===== src/rtl/hicore_ifetch.sv =====
// rtl/hicore_ifetch.sv - instruction fetch unit with 2-slot request/response window and redirect squash
module hicore_ifetch #(
    parameter logic [31:0] RESET_PC = 32'h0000_0000,
    parameter int          DEPTH    = 2
) (
    input  logic        clk,
    input  logic        rst,
    output logic        ibus_req,
    output logic [31:0] ibus_addr,
    input  logic        ibus_gnt,
    input  logic        ibus_rvalid,
    input  logic [31:0] ibus_rdata,
    input  logic        branch,
    input  logic [31:0] branch_pc,
    output logic        if_valid,
    output logic [31:0] if_pc,
    output logic [31:0] if_instr,
    input  logic        if_ready
);

    localparam logic [2:0] LP_DEPTH = 3'(DEPTH);

    logic [31:0] r_fetch_pc;
    logic [1:0]  r_outstanding;
    logic [1:0]  r_drop;
    logic [1:0]  r_fifo_count;
    logic [31:0] r_fifo_pc    [2];
    logic [31:0] r_fifo_instr [2];
    logic        r_fifo_rd;
    logic        r_fifo_wr;
    logic [31:0] r_inf_pc     [2];
    logic        r_inf_rd;
    logic        r_inf_wr;

    logic [2:0]  w_slots;
    logic        w_req;
    logic        w_grant;
    logic        w_rsp;
    logic        w_keep;
    logic        w_if_valid;
    logic        w_pop;
    logic [1:0]  w_out_after_rsp;

    // A slot is either a request still on the bus or an instruction waiting in the FIFO.
    assign w_slots         = {1'b0, r_outstanding} + {1'b0, r_fifo_count};
    assign w_req           = ~rst & ~branch & (w_slots < LP_DEPTH);
    assign w_grant         = w_req & ibus_gnt;
    assign w_rsp           = ibus_rvalid & (r_outstanding != 2'd0);
    assign w_keep          = w_rsp & (r_drop == 2'd0) & ~branch;
    assign w_if_valid      = ~rst & (r_fifo_count != 2'd0);
    assign w_pop           = w_if_valid & if_ready & ~branch;
    assign w_out_after_rsp = r_outstanding - {1'b0, w_rsp};

    assign ibus_req  = w_req;
    assign ibus_addr = rst ? RESET_PC : r_fetch_pc;
    assign if_valid  = w_if_valid;
    assign if_pc     = w_if_valid ? r_fifo_pc[r_fifo_rd]    : 32'h0;
    assign if_instr  = w_if_valid ? r_fifo_instr[r_fifo_rd] : 32'h0;

    always_ff @(posedge clk) begin
        if (rst) begin
            r_fetch_pc    <= RESET_PC;
            r_outstanding <= 2'd0;
            r_drop        <= 2'd0;
            r_fifo_count  <= 2'd0;
            r_fifo_rd     <= 1'b0;
            r_fifo_wr     <= 1'b0;
            r_inf_rd      <= 1'b0;
            r_inf_wr      <= 1'b0;
            for (int i = 0; i < 2; i++) begin
                r_fifo_pc[i]    <= 32'h0;
                r_fifo_instr[i] <= 32'h0;
                r_inf_pc[i]     <= 32'h0;
            end
        end else begin
            r_outstanding <= w_out_after_rsp + {1'b0, w_grant};

            // The in-flight PC queue advances on every accepted response, stale or not.
            if (w_grant) begin
                r_inf_pc[r_inf_wr] <= r_fetch_pc;
                r_inf_wr           <= ~r_inf_wr;
            end
            if (w_rsp) begin
                r_inf_rd <= ~r_inf_rd;
            end

            if (branch) begin
                r_fetch_pc   <= {branch_pc[31:2], 2'b00};
                r_drop       <= w_out_after_rsp;
                r_fifo_count <= 2'd0;
                r_fifo_rd    <= 1'b0;
                r_fifo_wr    <= 1'b0;
            end else begin
                if (w_grant) begin
                    r_fetch_pc <= r_fetch_pc + 32'd4;
                end
                if (w_rsp && (r_drop != 2'd0)) begin
                    r_drop <= r_drop - 2'd1;
                end
                if (w_keep) begin
                    r_fifo_pc[r_fifo_wr]    <= r_inf_pc[r_inf_rd];
                    r_fifo_instr[r_fifo_wr] <= ibus_rdata;
                    r_fifo_wr               <= ~r_fifo_wr;
                end
                if (w_pop) begin
                    r_fifo_rd <= ~r_fifo_rd;
                end
                r_fifo_count <= r_fifo_count + {1'b0, w_keep} - {1'b0, w_pop};
            end
        end
    end

endmodule


===== config.mk =====
export PLATFORM = sky130hd
export DESIGN_NAME = hicore_ifetch
export DESIGN_NICKNAME = d
export VERILOG_FILES = /design/src/rtl/hicore_ifetch.sv
export SDC_FILE = /design/constraint.sdc
export NUM_CORES = 1
export LEC_CHECK = 0
export ABC_AREA = 1
export CELL_PAD_IN_SITES_DETAIL_PLACEMENT = 1
export CELL_PAD_IN_SITES_GLOBAL_PLACEMENT = 1
export CORE_MARGIN = 4
export CORE_UTILIZATION = 45
export DETAILED_ROUTE_END_ITERATION = 7
export DONT_BUFFER_PORTS = 1
export GPL_TIMING_DRIVEN = 0
export HOLD_SLACK_MARGIN = 0.1
export PLACE_DENSITY = 0.71
export SLEW_MARGIN = 30
export SYNTH_ARGS = -nofsm -noshare
export SYNTH_HDL_FRONTEND = slang
export SYNTH_SLANG_ARGS = --single-unit
export TNS_END_PERCENT = 30

===== constraint.sdc =====
create_clock -name clk -period 3.85 [get_ports clk]
set_input_delay 0.77 -clock clk [delete_from_list [all_inputs] [get_ports clk]]
set_output_delay 0.77 -clock clk [all_outputs]
set_load 0.02 [all_outputs]

After elaboration in Yosys (flattened, before gate mapping):

Memories as Yosys holds them, arrays and structs flattened. A register that Yosys moved wholly into a read port is not among the register bits.
Index checks and enable logic that the tools add are counted.

* flip-flop bits (word level): 42
* bits in writable memories: 192
* input port bits: 70
* logic and storage cells: 77
* memories kept: 3

* $add $sub $neg: 7
* order comparisons: 1
* mux-type cells: 31
* bitwise logic cells: 15
* reductions and logical operators: 11

Memories
* r_fifo_instr: words 2, bits a word 32, read ports 1, clocked after Yosys merged registers in 1, wr ports 2, line 28 `logic [31:0] r_fifo_instr [2];`
* r_fifo_pc: words 2, bits a word 32, read ports 1, clocked after Yosys merged registers in 1, wr ports 2, line 27 `logic [31:0] r_fifo_pc [2];`
* r_inf_pc: words 2, bits a word 32, read ports 1, clocked after Yosys merged registers in 1, wr ports 2, line 31 `logic [31:0] r_inf_pc [2];`

Operators by type and width (number)
* $mux W32: 8
* $reduce_or A32 Y1: 3
* $add A32 B3 Y32 const B: 1
* $mux W1: 21
* $reduce_bool A2 Y1: 5
* $and A1 B1 Y1: 9
* $not A1 Y1: 6
* $add A2 B1 Y2: 2
* $mux W2: 2
* $sub A2 B1 Y2: 2
* $add A2 B2 Y3: 1
* $lt A3 B2 Y1 const B: 1
* $logic_not A2 Y1: 1
* $reduce_or A2 Y1: 1
* $sub A2 B1 Y2 const B: 1
* $logic_and A1 B1 Y1: 1

Depth between registers and ports, before layout:

* depth after elaboration: 10
* mapped depth: 11

Worst setup path after synthesis:

OpenSTA, ideal clock, no wires.

* path type: in2reg
* start: input ibus_rvalid
* end: memory r_fifo_instr[0][0], enable pin
* arrival: 2.796 ns
* setup slack: 0.632 ns
* stages: 5
* buffers on the path: 1
* path through: o21ai_0 nor2_1 nand3_2 buf_2 nand2_1

RTL lines
* start: declaration: line 11 `input logic ibus_rvalid,`
* end: declaration: line 28

Worst setup path after layout:

* start: input rst
* end: output if_pc[29]

* word-level cells in the longest chain between the ends: 3

Ends and longest elaborated chain
* start: declaration: line 7 `input logic rst,`
* $not A1 Y1: line 50 `assign w_if_valid = ~rst & (r_fifo_count != 2'd0);`
* $and A1 B1 Y1: line 50
* $mux W32: line 57 `assign if_pc = w_if_valid ? r_fifo_pc[r_fifo_rd] : 32'h0;`
* end: declaration: line 16 `output logic [31:0] if_pc,`

No other way between the ends.

==> metrics <==
outcome completed; Filler Cell Count about 2.7k; Critical Path Source Type primary input; fraction of layout cells with a size suffix above 1 ~14%; Max-Slew Margin vs Limit a little under 50%; post-route DRC violation count 0; Least-Margin Pin Slew roughly 0.76 ns; Max Slew Vio Count 0; gpl congestion about 0.85; Pre-antenna DRT Iters 5; starting density of the core between 40% and 50%; Synth Instances 1146; arrival time of the worst setup path ~2.3 ns; H-tree level count 1; Die Y around 160 µm; largest net degree at the start of global routing 37; worst endpoint required time around 3.1 ns; die area about 0.027 mm²; I/O pin total between 150 and 200; initial antenna violation count 0; worst setup margin 0.824 ns; Num Clock Sinks around 230; n_diodes 0; post-CTS sizing 0; # setup viols final 0; CTS Buf Count 24; post-synth cell types 37; Finished Cell Area 0.0122 mm²; CTS Hold Bufs 0; max-cap violations 0; number of global-route vias before repair approximately 7.9k; Highest Clock Rate roughly 0.33 GHz; area of the core between 0.02 and 0.025 mm²; min Tclk post-route around 3.0 ns; Syn Area/Cell ~9.6 µm²; CTS root buf clkbuf_16; Port Buffers 0; CTS tree built; Tightest Hold Check Type in -> reg; clk slew on worst S/H paths about 0.06 ns; wire length per cell around 18 µm; Peak VDD IR approximately 0.00028 V; routed vias/inst approximately 5.1; Leakage 0.00520 µW; Die X 164 µm; placed cell count ~1.5k; DRT iter0 DRCs around 580; commonest cells after routing, fill and taps aside nor2_1 (253), nand2_1 (194), edfxtp_1 (184); CP Max Fanout 10; DRT Wirelength 27.7 mm; sequential cell area fraction in the yosys report around three fifths; Nets 1254; Clock Tree Buf Depth 3; Netlist Area Pre-Place ~0.011 mm²; Setup Skew about 0.017 ns; Place WS about 0.75 ns; most common cell after layout, fill and taps aside nor2_1; area delta synth->final 11.7%; P per Cell Area 473 mW/mm²; Layout Cells excl Fill roughly 1.5k; total track usage 20.6%; Fin Hold WS 0.412 ns; placed instance area approximately 0.011 mm²; hpwl dp 20.0 mm; Ys Warns 0; unrepaired setup endpoints after global routing no; first-pass GRT wire length roughly 43 mm; remaining antenna violation count 0; clock latency on the worst-skew pair 0.52 ns; Rows 56; #FFs+latches synth ~230; Post-CTS Setup Bufs 0; Hold Fails Final Rpt 0; fin crit share 78.6%; total gr overflow 0; DR vias between 7k and 8k; kind of critical path in -> out; Worst Setup End Kind output pin
## registers in the layout, summed over array words and instances (netlist names), 2 cells and up, named ones only
register,cells
r_fifo_pc,60
r_fifo_count,2
r_inf_pc,60
r_fifo_instr,64
r_drop,2
r_fetch_pc,30
r_outstanding,2
## cell families (layout without fill, tap and decap cells)
group | Yosys count | count (layout) | share of synthesized area, %
AOI/OAI and AO/OA | 71 | 71 | 3.39
xor gates and xnor gates | 8 | 8 | 0.639
adders and majority gates | 7 | 7 | 0.867
buffers and inverters | 224 | 269 | 8.38
DFF | 226 | 226 | 58.1
muxes | 92 | 92 | 9.11
other | 1 | 4 | 0.0342
and+or+nand+nor | 517 | 517 | 19.5
## synth_stat cells (all sizes together)
cell type	number	area [µm²]
conb	1	3.75
ha	6	75.1
buf	39	223
nor3b	1	7.51
xor2	7	61.3
dfxtp	42	841
or2	1	6.26
inv	169	634
mux2i	30	300
mux2	62	698
o21ai	32	160
nor2	265	1080
and2	2	12.5
nor3	2	10.0
edfxtp	184	5530
clkbuf	14	52.6
clkinv	2	8.75
fa	1	20.0
nand2	204	791
a31oi	7	43.8
nand3	39	218
o211ai	3	22.5
a21oi	29	145
nand4	3	18.8
xnor2	1	8.76
## area by class of cell
cell class                      count  area (µm²)  area share (%)
Multi-Input combinational cell    699        3710            30.3
Clock buffer                       30         633            5.17
Timing Repair Buffer                2        40.0           0.327
Sequential cell                   226        6370            52.0
Tap cell                          319         399            3.26
Clock inverter                     13         176            1.44
Buffer                             53         277            2.26
Inverter                          171         643            5.25
## worst max-delay path: stages
cell and delay (ns):
inv_1 0.17, o21ai_0 0.29, inv_2 0.26, clkbuf_1 0.41, nand2_1 0.15, inv_1 0.19
## through the flow
stage / util (%) / setup TNS [ns] / power [µW]
CTS: 51.6 / 0 / 5850
detailed placement: 48.1 / 0 / 3490
global placement: 47.9 / -78.14 / 3470
floorplan: - / 0 / 3320
finish: 51.6 / 0 / 5790
global route: 51.6 / 0 / 6040
## worst paths after layout
check / startpoint / to / slack (ns) / cells after the start
worst min-delay path: branch_pc[8] / r_fetch_pc[8] / 0.41 / 2
worst max-delay path: rst / if_pc[29] / 0.82 / 6
worst min register to register: r_inf_rd / r_inf_rd / 0.46 / 1
worst max register to register: r_fifo_count[0] / r_inf_pc[0][29] / 1.00 / 9
## per-layer routing
| layer | global-route usage [%] | share of wire [%] | vias up |
|---|---|---|---|
| met5 | 0 | 0 | - |
| li1 | - | - | 3725 |
| met1 | 28.3 | 45 | 3736 |
| met4 | 3.70 | 1.3 | 0 |
| met2 | 35.3 | 49 | 188 |
| met3 | 2.76 | 4.3 | 30 |
## power by group
group	switching [µW]	leakage, µW	internal, µW	total, µW
clock network	923	0.000391	1430	2360
logic	406	0.00256	184	590
registers	62.5	0.00225	2780	2850
Power figures use the tool's default switching activity.
